**config.mk**
```make
export PLATFORM = sky130hd
export DESIGN_NAME = receiver_spi_mc
export DESIGN_NICKNAME = d
export VERILOG_FILES = /design/src/rtl/receiver_spi_mc.sv
export SDC_FILE = /design/constraint.sdc
export NUM_CORES = 1
export LEC_CHECK = 0
export CAP_MARGIN = 20
export CORE_MARGIN = 5
export CORE_UTILIZATION = 45
export CTS_BUF_LIST = sky130_fd_sc_hd__clkbuf_8
export DETAILED_ROUTE_END_ITERATION = 16
export PLACE_DENSITY = 0.68
export SETUP_SLACK_MARGIN = 0.5
export SYNTH_ARGS = -nofsm -noshare
export SYNTH_HDL_FRONTEND = slang
export SYNTH_SLANG_ARGS = --single-unit
```
**constraint.sdc**
```tcl
create_clock -name clk -period 4.9 [get_ports clk]
set_input_delay 0.98 -clock clk [delete_from_list [all_inputs] [get_ports clk]]
set_output_delay 0.98 -clock clk [all_outputs]
set_load 0.01 [all_outputs]
```
**src/rtl/receiver_spi_mc.sv**
```systemverilog
// receiver_spi_mc: multi-channel SPI word capture with round-robin drain into a tagged FIFO
// Each channel holds one word; a second edge while still pending is counted as an overrun.
module receiver_spi_mc #(
    parameter int WIDTH = 32,
    parameter int NCH   = 4,
    parameter int DEPTH = 8,
    localparam int CW   = (NCH > 1) ? $clog2(NCH) : 1,
    localparam int AW   = $clog2(DEPTH),
    localparam int LW   = AW + 1
) (
    input  logic                 clk,
    input  logic                 rst_n,
    input  logic [NCH-1:0]       new_sig,
    input  logic [NCH*WIDTH-1:0] in_sig,
    input  logic                 out_ready,
    input  logic                 drop_clr,
    output logic [WIDTH-1:0]     processed_sig,
    output logic [CW-1:0]        out_chan,
    output logic                 sig_alert,
    output logic [LW-1:0]        fifo_level,
    output logic [NCH-1:0]       drop_flag
);
    logic [NCH-1:0]   r_new_q, r_pending, r_drop;
    logic [WIDTH-1:0] r_hold [NCH];
    logic [CW-1:0]    r_rr;
    logic [WIDTH-1:0] r_mem_d [DEPTH];
    logic [CW-1:0]    r_mem_c [DEPTH];
    logic [AW-1:0]    r_wr, r_rd;
    logic [LW-1:0]    r_level;
    logic [NCH-1:0]   w_edge, w_gnt_m, w_cap;
    logic             w_gnt_v, w_push, w_pop;
    logic [CW-1:0]    w_gnt_c;

    function automatic logic [CW-1:0] rr_idx(input logic [CW-1:0] p, input int i);
        int s;
        s = int'(p) + i;
        return CW'(s >= NCH ? s - NCH : s);
    endfunction

    always_comb begin
        w_gnt_v = 1'b0;
        w_gnt_c = '0;
        for (int i = 0; i < NCH; i++)
            if (!w_gnt_v && r_pending[rr_idx(r_rr, i)]) begin
                w_gnt_v = 1'b1;
                w_gnt_c = rr_idx(r_rr, i);
            end
    end

    // space check uses the registered level, so a same-cycle pop never frees a slot
    assign w_push  = w_gnt_v && (r_level < LW'(DEPTH));
    assign w_gnt_m = w_push ? (NCH'(1) << w_gnt_c) : '0;
    assign w_edge  = new_sig & ~r_new_q;
    assign w_cap   = w_edge & (~r_pending | w_gnt_m);
    assign w_pop   = (r_level != '0) && out_ready;

    always_ff @(posedge clk or negedge rst_n) begin
        if (!rst_n) begin
            r_new_q   <= '0;
            r_pending <= '0;
            r_drop    <= '0;
            r_rr      <= '0;
            r_wr      <= '0;
            r_rd      <= '0;
            r_level   <= '0;
            for (int c = 0; c < NCH; c++) r_hold[c] <= '0;
        end else begin
            r_new_q   <= new_sig;
            r_pending <= (r_pending & ~w_gnt_m) | w_cap;
            r_drop    <= (r_drop & ~{NCH{drop_clr}}) | (w_edge & ~w_cap);
            for (int c = 0; c < NCH; c++)
                if (w_cap[c]) r_hold[c] <= in_sig[c*WIDTH +: WIDTH];
            if (w_push) begin
                r_rr <= rr_idx(w_gnt_c, 1);
                r_wr <= r_wr + AW'(1);
            end
            if (w_pop) r_rd <= r_rd + AW'(1);
            if (w_push != w_pop) r_level <= w_push ? r_level + LW'(1) : r_level - LW'(1);
        end
    end

    always_ff @(posedge clk) begin
        if (w_push) begin
            r_mem_d[r_wr] <= r_hold[w_gnt_c];
            r_mem_c[r_wr] <= w_gnt_c;
        end
    end

    assign sig_alert     = r_level != '0;
    assign processed_sig = sig_alert ? r_mem_d[r_rd] : '0;
    assign out_chan      = sig_alert ? r_mem_c[r_rd] : '0;
    assign fifo_level    = r_level;
    assign drop_flag     = r_drop;
endmodule
```
==> Word-level counts from Yosys, hierarchy flattened <==
Memory sizes are Yosys's and may differ from the RTL's.
Index checks and enable logic that the tools add are counted.
{ "word_totals": {"register_bits": 152, "latch_bits": 0, "mem_bits_rw": 272, "mem_bits_ro": 0, "inputBits": 136, "output_inout_bits": 43, "elab_cells": 92, "mem_count": 2} }
{ "classes": {"n_addsub": 13, "mul": 0, "div": 0, "n_lt_le_gt_ge": 11, "eq_ne": 1, "shifts": 1, "n_mux": 30, "bitwise_logic": 14, "reduce_logical": 9} }
{ "memory_table": {"columns": ["memory", "words", "width", "rd", "rd_clocked_by_memory_dff", "write_ports", "line", "rtl"], "rows": [
  ["r_mem_d", 8, 32, 1, 0, 1, "26", "logic [WIDTH-1:0] r_mem_d [DEPTH];"],
  ["r_mem_c", 8, 2, 1, 0, 1, "27", "logic [CW-1:0] r_mem_c [DEPTH];"]
]} }
{ "op_table": {"columns": ["op", "count"], "rows": [
  ["32-bit two-way mux", 3],
  ["32-bit binary-select mux with 2-bit select", 1],
  ["4-bit bitwise AND", 5],
  ["2-bit two-way mux", 10],
  ["4-bit inverter", 5],
  ["3-bit greater-or-equal comparator, second input constant", 5],
  ["2-bit by 3-bit less-than comparator with 1-bit output, second input constant", 4],
  ["4-bit OR", 3],
  ["1-bit two-way mux", 10],
  ["2-bit by 1-bit subtractor with 2-bit output, second input constant", 5],
  ["1-bit binary-select mux with 2-bit select", 4],
  ["4-bit two-way mux", 2],
  ["2-bit by 1-bit adder with 3-bit output, second input constant", 2],
  ["2-bit by 2-bit adder with 3-bit output, second input constant", 2],
  ["3-bit by 1-bit adder with 3-bit output, second input constant", 2],
  ["1-bit logical AND", 5],
  ["4-bit by 1-bit adder with 4-bit output, second input constant", 1],
  ["4-bit less-than comparator, second input constant", 1],
  ["4-bit nonzero test", 1],
  ["1-bit by 2-bit << shifter with 4-bit output, first input constant", 1],
  ["4-bit by 1-bit subtractor with 4-bit output, second input constant", 1],
  ["2-bit by 3-bit greater-or-equal comparator with 1-bit output, second input constant", 1],
  ["1-bit zero test", 3],
  ["2-bit inverter with 3-bit output", 1],
  ["1-bit != test", 1]
]} }

==> Depth between registers and ports, before layout <==
Gate-level depths: netlist of the first run.
{ "logic_depth": {"depth_word": 21, "mapped_depth": 10, "depth_no_buf": 9} }

==> Least setup slack after synthesis of the first run <==
No wires, ideal clock.
{ "synth_timing": {"path_type": "register to register", "start": "register r_level[3], in the netlist fifo_level[3]", "end": "memory r_mem_c[0][0] in the netlist's numbering, enable pin", "setup_ps": 510, "t_arrival_ps": 4185, "required_ps": 4390, "slack_ps": 205, "path_stages_with_launch": 5, "n_path_buf": 1, "period_less_slack_ps": 4695, "cell_sequence": "dfrtp_1 -> buf_2 -> nor2_4 -> inv_2 -> nor4_1"} }
{ "synth_via": {"elab_chain_cells": 4} }
{ "synth_rtl": {"columns": ["item", "line", "rtl"], "rows": [
  ["start: declaration", "29", "logic [LW-1:0] r_level;"],
  ["start signal: assignment", "78", "if (w_push != w_pop) r_level <= w_push ? r_level + LW'(1) : r_level - LW'(1);"],
  ["4-bit less-than comparator", "51", "assign w_push = w_gnt_v && (r_level < LW'(DEPTH));"],
  ["1-bit logical AND", "51", null],
  ["1-bit two-way mux", "83", "if (w_push) begin"],
  ["1-bit two-way mux (not written as such)", "85", "r_mem_c[r_wr] <= w_gnt_c;"],
  ["end: declaration", "27", null]
]} }
No other way between the ends.

==> Worst setup path after layout of the first run <==
{ "layout_timing": {"start": "register r_rd[0]", "end": "output processed_sig[26]"} }
{ "layout_via": {"elab_chain_cells": 2} }
{ "layout_rtl": {"columns": ["item", "line", "rtl"], "rows": [
  ["start: declaration", "28", "logic [AW-1:0] r_wr, r_rd;"],
  ["start signal: assignment", "77", "if (w_pop) r_rd <= r_rd + AW'(1);"],
  ["memory 8 x 32 bit", null, null],
  ["32-bit two-way mux", "90", "assign processed_sig = sig_alert ? r_mem_d[r_rd] : '0;"],
  ["end: declaration", "17", "output logic [WIDTH-1:0] processed_sig,"]
]} }
No other way between the ends.

==> results.sh, run 1 <==
export IMPL_synth_distinct_cells=46
export IMPL_slew_headroom_pct=26.2
export IMPL_final_cell_mix="272 x edfxtp_1, 177 x clkdlybuf4s50_1, 149 x dfrtp_1"
export IMPL_reg2reg_to="r_mem_d[7][21]"
export IMPL_ant_nets=0
export IMPL_seq_area_frac_synth_pct=68.3
export IMPL_grt_pass1_vias=9956
export IMPL_postSynthRegisterBits=424
export IMPL_synth_compound_area_share_pct=1.06
export IMPL_drv_cap=0
export IMPL_synth_top_area_share_pct=46.6
export IMPL_grt_pass1_wl_um=60200
export IMPL_dr_total_vias=8999
export IMPL_syn_avg_cell_area_um2=18.7
export IMPL_place_gp_congestion=0.756
export IMPL_r2r_start="r_pending[1]"
export IMPL_postCtsSetupBuffers=0
export IMPL_synthAdderAreaFrac_pct=0.400
export IMPL_fin_skew_ns=0.0271
export IMPL_postLayoutCoreUtil_pct=55.3
export IMPL_synth_area_leaders="edfxtp_1 47%, dfrtp_1 22%, mux4_2 8.7%"
export IMPL_cellPowerDensity_nw_per_um2=753
export IMPL_nNetsFinal=1309
export IMPL_required_ns=3.92
export IMPL_path_clk_slew_ns=0.06
export IMPL_final_common_cell="edfxtp_1"
export IMPL_tritoncts="yes"
export IMPL_end_kind="primary output"
export IMPL_start_util_pct=45.5
export IMPL_cp_max_fo=36
export IMPL_cts_resized=0
export IMPL_synth_top_family_by_area="multiplexers"
export IMPL_yosysTopAreaCell="edfxtp_1"
export IMPL_yosys_area_share_simple_pct=2.38
export IMPL_die_y_um=207
export IMPL_core_area_um2=38600
export IMPL_syn_to_final_growth_pct=21.6
export IMPL_cts_buffers_inserted=72
export IMPL_synth_warnings=0
export IMPL_cts_hold_buffers=0
export IMPL_grt_max_degree=82
export IMPL_drt_total_wl_um=38500
export IMPL_startpoint_type="flop"
export IMPL_root_buffer="clkbuf_8"
export IMPL_cts_max_level=3
export IMPL_max_slew_worst_pin_slew_ns=1.11
export IMPL_hold_class="input port to asynchronous set/reset pin"
export IMPL_via_per_inst=5.17
export IMPL_netlist_instances=937
export IMPL_antenna_found_initial=4
export IMPL_clock_latency_ns=0.60
export IMPL_synthMuxAreaShare_pct=25.2
export IMPL_synth_xor_area_share_pct=0.443
export IMPL_clock_fmax_mhz=241
export IMPL_tns_ns=0
export IMPL_portBuffers=178
export IMPL_r2r_slack_ns=1.61
export IMPL_hpwl_um=24600
export IMPL_fin_crit_ns=4.15
export IMPL_outcome="finished clean"
export IMPL_ios=179
export IMPL_track_usage_pct=18.1
export IMPL_ff2ff_path_depth=6
export IMPL_setup_violations=0
export IMPL_drive_gt1_share_pct=20.4
export IMPL_p_leak_nw=8.18
export IMPL_path_class="flop to primary output"
export IMPL_wl_per_cell_um=22.1
export IMPL_final_min_period_over_clock_period_pct=84.8
export IMPL_clock_sinks=424
export IMPL_initialDrtViolationCount=493
export IMPL_rows=72
export IMPL_rsz0062_at_grt="no"
export IMPL_clk_path_buf_depth=3
export IMPL_maxSlewViolCount=0
export IMPL_firstDrtPassIters=5
export IMPL_syn_num_nets=1078
export IMPL_finalHoldViolations=0
export IMPL_syn_area_um2=17500
export IMPL_grt_overflow=0
export IMPL_die_w_um=207
export IMPL_peakVddDrop_mv=0.368
export IMPL_die_area_um2=43000
export IMPL_drcViolationCount=0
export IMPL_arrival_ns=3.17
[state kept, by name (all words and copies together) (netlist names)]
signal,count
r_wr,3
r_new_q,4
r_hold,128
r_rd,3
r_mem_d,256
drop_flag,4
r_rr,2
r_mem_c,16
r_pending,4
fifo_level,4
[worst max-delay path by stage]
stage | startpoint | endpoint | slack (ns)
finish | r_rd[0] | processed_sig[26] | 0.75
global route | r_rd[0] | processed_sig[26] | 0.51
CTS | r_rd[0] | processed_sig[26] | 0.65
detailed placement | r_rd[0] | processed_sig[26] | 1.30
global placement | r_rd[0] | out_chan[0] | 1.30
floorplan | fifo_level[3] | r_mem_c[2][0] | 1.10
[cell families (layout without fill, tap and decap cells)]
| kind of cell | after synthesis | after routing |
|---|---|---|
| simple gates | 83 | 83 |
| xor+xnor | 8 | 8 |
| other cells | 0 | 2 |
| flops | 424 | 424 |
| compound gates | 25 | 25 |
| fa+ha+maj | 5 | 5 |
| mux | 328 | 328 |
| buf+inv | 64 | 347 |
[critical path, cell delays in order (launching register included)]
cell and delay [ns]:
dfrtp_4 0.89, buf_4 0.39, mux4_2 0.54, mux2i_1 0.15
nor2_1 0.08, clkdlybuf4s50_1 0.51
[per-layer routing]
metal	GRT usage (%)	vias up	routed length (µm)
met1	25.2	4586	17100
met3	4.90	64	2630
met2	28.5	257	18000
met5	0	-	45
li1	-	4086	-
met4	4.77	6	643
[synth_stat cells, drive strengths merged]
cell type / number
a211o: 1
a211oi: 3
a21boi: 1
a21o: 1
a21oi: 4
a221oi: 1
a311oi: 1
a31oi: 1
buf: 42
clkbuf: 11
dfrtp: 152
edfxtp: 272
fa: 1
ha: 4
inv: 11
mux2: 130
mux2i: 130
mux4: 68
nand2: 16
nand2b: 10
nand3: 3
nor2: 41
nor2b: 3
nor3: 6
nor3b: 1
nor4: 3
o21ai: 6
o22ai: 5
o31ai: 1
xnor2: 7
xor2: 1
[through the flow]
stage | power [mW] | setup WS (ns) | hold slack [ns] | std cells | instance area, µm²
2_1_floorplan | 10.7 | 1.10 | 0.457 | 937 | 17500
5_1_grt | 17.0 | 0.508 | 0.475 | 1738 | 21300
3_5_place_dp | 13.3 | 1.30 | 0.474 | 1610 | 20000
3_3_place_gp | 13.1 | 1.30 | 0.467 | 1610 | 20000
4_1_cts | 16.2 | 0.646 | 0.424 | 1736 | 21300
6_report | 16.0 | 0.747 | 0.417 | 1740 | 21300
[final cells by class]
type                       instances  area [µm²]
clock buffer                      77        1060
inverter                          11        41.3
antenna                            2        5.00
timing repair buffer             210        2050
sequential                       424       12000
fill                            3022       17300
tap                              518         648
clock inverter                    49         268
multi-input combinational        449        5260
[power by group]
part           internal (mW)  switching [mW]  leakage (nW)  total, mW
logic                   2.93            3.39          3.12       6.32
clock network           1.52            1.40         0.781       2.91
registers               6.07           0.741          4.28       6.81
Power figures use the tool's default switching activity.
==> run 2, diff against run 1 <==
==> constraint.sdc (replaced) <==
create_clock -name clk -period 3.7 [get_ports clk]
set_input_delay 0.74 -clock clk [delete_from_list [all_inputs] [get_ports clk]]
set_output_delay 0.74 -clock clk [all_outputs]
set_load 0.01 [all_outputs]
==> results.sh, run 2 (synthesized netlist as in run 1, its figures left out) <==
export IMPL_outcome="finished clean"
export IMPL_fin_skew_ns=0.0236
export IMPL_root_buffer="clkbuf_8"
export IMPL_cp_max_fo=11
export IMPL_start_util_pct=45.5
export IMPL_final_cell_mix="272 x edfxtp_1, 149 x dfrtp_1, 143 x clkdlybuf4s50_1"
export IMPL_slew_headroom_pct=33.1
export IMPL_path_clk_slew_ns=0.06
export IMPL_track_usage_pct=18.2
export IMPL_hpwl_um=24700
export IMPL_clock_sinks=424
export IMPL_regArea_um2=12000
export IMPL_drive_gt1_share_pct=23.6
export IMPL_cpPeakStageDelay_ns=0.50
export IMPL_rows=72
export IMPL_fin_crit_ns=3.21
export IMPL_nFillCells=3086
export IMPL_ios=179
export IMPL_p_leak_nw=8.38
export IMPL_final_common_cell="edfxtp_1"
export IMPL_finalNonFillerCells=1764
export IMPL_grt_pass1_wl_um=60700
export IMPL_path_class="flop to primary output"
export IMPL_syn_to_final_growth_pct=24.0
export IMPL_via_per_inst=5.24
export IMPL_nNetsFinal=1338
export IMPL_die_y_um=207
export IMPL_hold_class="input port to asynchronous set/reset pin"
export IMPL_path_cells="buf_12 > clkbuf_16 > mux4_2 > mux2i_2 > nor2_1 > dlygate4sd2_1"
export IMPL_setup_violations=0
export IMPL_die_area_um2=43000
export IMPL_ant_nets=0
export IMPL_cp_startpoint="r_rd[0]"
export IMPL_final_min_period_over_clock_period_pct=86.7
export IMPL_r2r_start="r_pending[3]"
export IMPL_cts_buffers_inserted=67
export IMPL_place_gp_congestion=0.749
export IMPL_tns_ns=0
export IMPL_drcViolationCount=0
export IMPL_cellPowerDensity_nw_per_um2=995
export IMPL_fin_area_um2=21700
export IMPL_antenna_found_initial=2
export IMPL_pre_cts_slack_ns=0.569
export IMPL_place_area_um2=20200
export IMPL_startpoint_type="flop"
export IMPL_max_slew_worst_pin_slew_ns=1.00
export IMPL_finalHoldViolations=0
export IMPL_cp_slowest_cell="dfrtp_4"
export IMPL_dr_total_vias=9237
export IMPL_clk_path_buf_depth=3
export IMPL_firstDrtPassIters=5
export IMPL_end_kind="primary output"
export IMPL_required_ns=2.96
export IMPL_core_area_um2=38600
export IMPL_tritoncts="yes"
export IMPL_die_w_um=207
export IMPL_top_register="r_mem_d"
export IMPL_rsz0062_at_grt="yes"
export IMPL_post_place_cells=1624
export IMPL_reg_top3="r_mem_d x256, r_hold x128, r_mem_c x16"
export IMPL_grt_pass1_vias=9896
export IMPL_clock_fmax_mhz=312
export IMPL_maxSlewViolCount=0
export IMPL_clock_latency_ns=0.59
export IMPL_grt_max_degree=75
export IMPL_initialDrtViolationCount=607
export IMPL_wl_per_cell_um=22.3
export IMPL_cts_max_level=3
export IMPL_power_mw=21.6
export IMPL_peakVddDrop_mv=0.458
export IMPL_setup_ws_ns=0.491
export IMPL_drv_cap=0
export IMPL_multi_input_area_um2=5360
export IMPL_grt_overflow=0
export IMPL_portBuffers=178
export IMPL_drt_total_wl_um=39300
export IMPL_largest_register_ffs=256
export IMPL_arrival_ns=2.47
==> run 2: layout make-up <==
type / instances / area share (%)
clock inverter: 45 / 1.03
clock buffer: 72 / 4.56
timing repair buffer: 244 / 11.5
antenna: 1 / 0.0115
multi-input combinational: 449 / 24.6
inverter: 11 / 0.190
tap: 518 / 2.98
sequential: 424 / 55.1
==> run 2: layer usage <==
layer,global-route usage [%],vias to the layer above,wire length (µm)
met4,4.86,2,704
li1,-,4160,-
met1,26.8,4755,18200
met3,3.94,63,2180
met2,27.8,257,18200
met5,0,-,13
==> run 2: metrics by stage <==
stage | util, % | hold slack [ns]
3_5_place_dp | 52.3 | 0.474
3_3_place_gp | 52.3 | 0.468
6_report | 56.4 | 0.191
5_1_grt | 56.4 | 0.238
2_1_floorplan | - | 0.444
4_1_cts | 56.2 | 0.178
==> run 2: worst max-delay path: cells and delay by family, from the launching register on <==
family / cells / cell delay [ns]
multiplexers: 2 / 0.69
buffers and inverters: 3 / 0.62
flip-flops: 1 / 0.50
AND/OR/NAND/NOR: 1 / 0.05
==> run 2: where the power goes <==
part | switching (mW) | leakage (nW) | internal, mW
sequential | 0.809 | 4.28 | 8.02
clock | 1.76 | 0.692 | 1.87
combinational | 4.89 | 3.41 | 4.28
total | 7.46 | 8.38 | 14.2
==> run 2: worst paths after layout <==
| path | depth (start not counted) | slack [ns] | endpoint |
|---|---|---|---|
| max | 6 | 0.49 | processed_sig[13] |
| min | 1 | 0.19 | r_new_q[0] |
| max reg2reg | 6 | 0.90 | r_mem_d[7][5] |
| min reg2reg | 1 | 0.49 | r_hold[77] |
| max in group asynchronous | 2 | 2.55 | r_hold[90] |
| min in group clk | 1 | 0.49 | r_hold[77] |
==> run 2: timing repair <==
action / CTS / global route
gates resized for setup: 70 / 9
buffers inserted: 16 / 2
cloned: 2 / 2
pin swaps: 0 / 0
hold endpoints to repair: 0 / 0
hold buffers: 0 / 0
endpoints found under the setup margin: 35 / 30
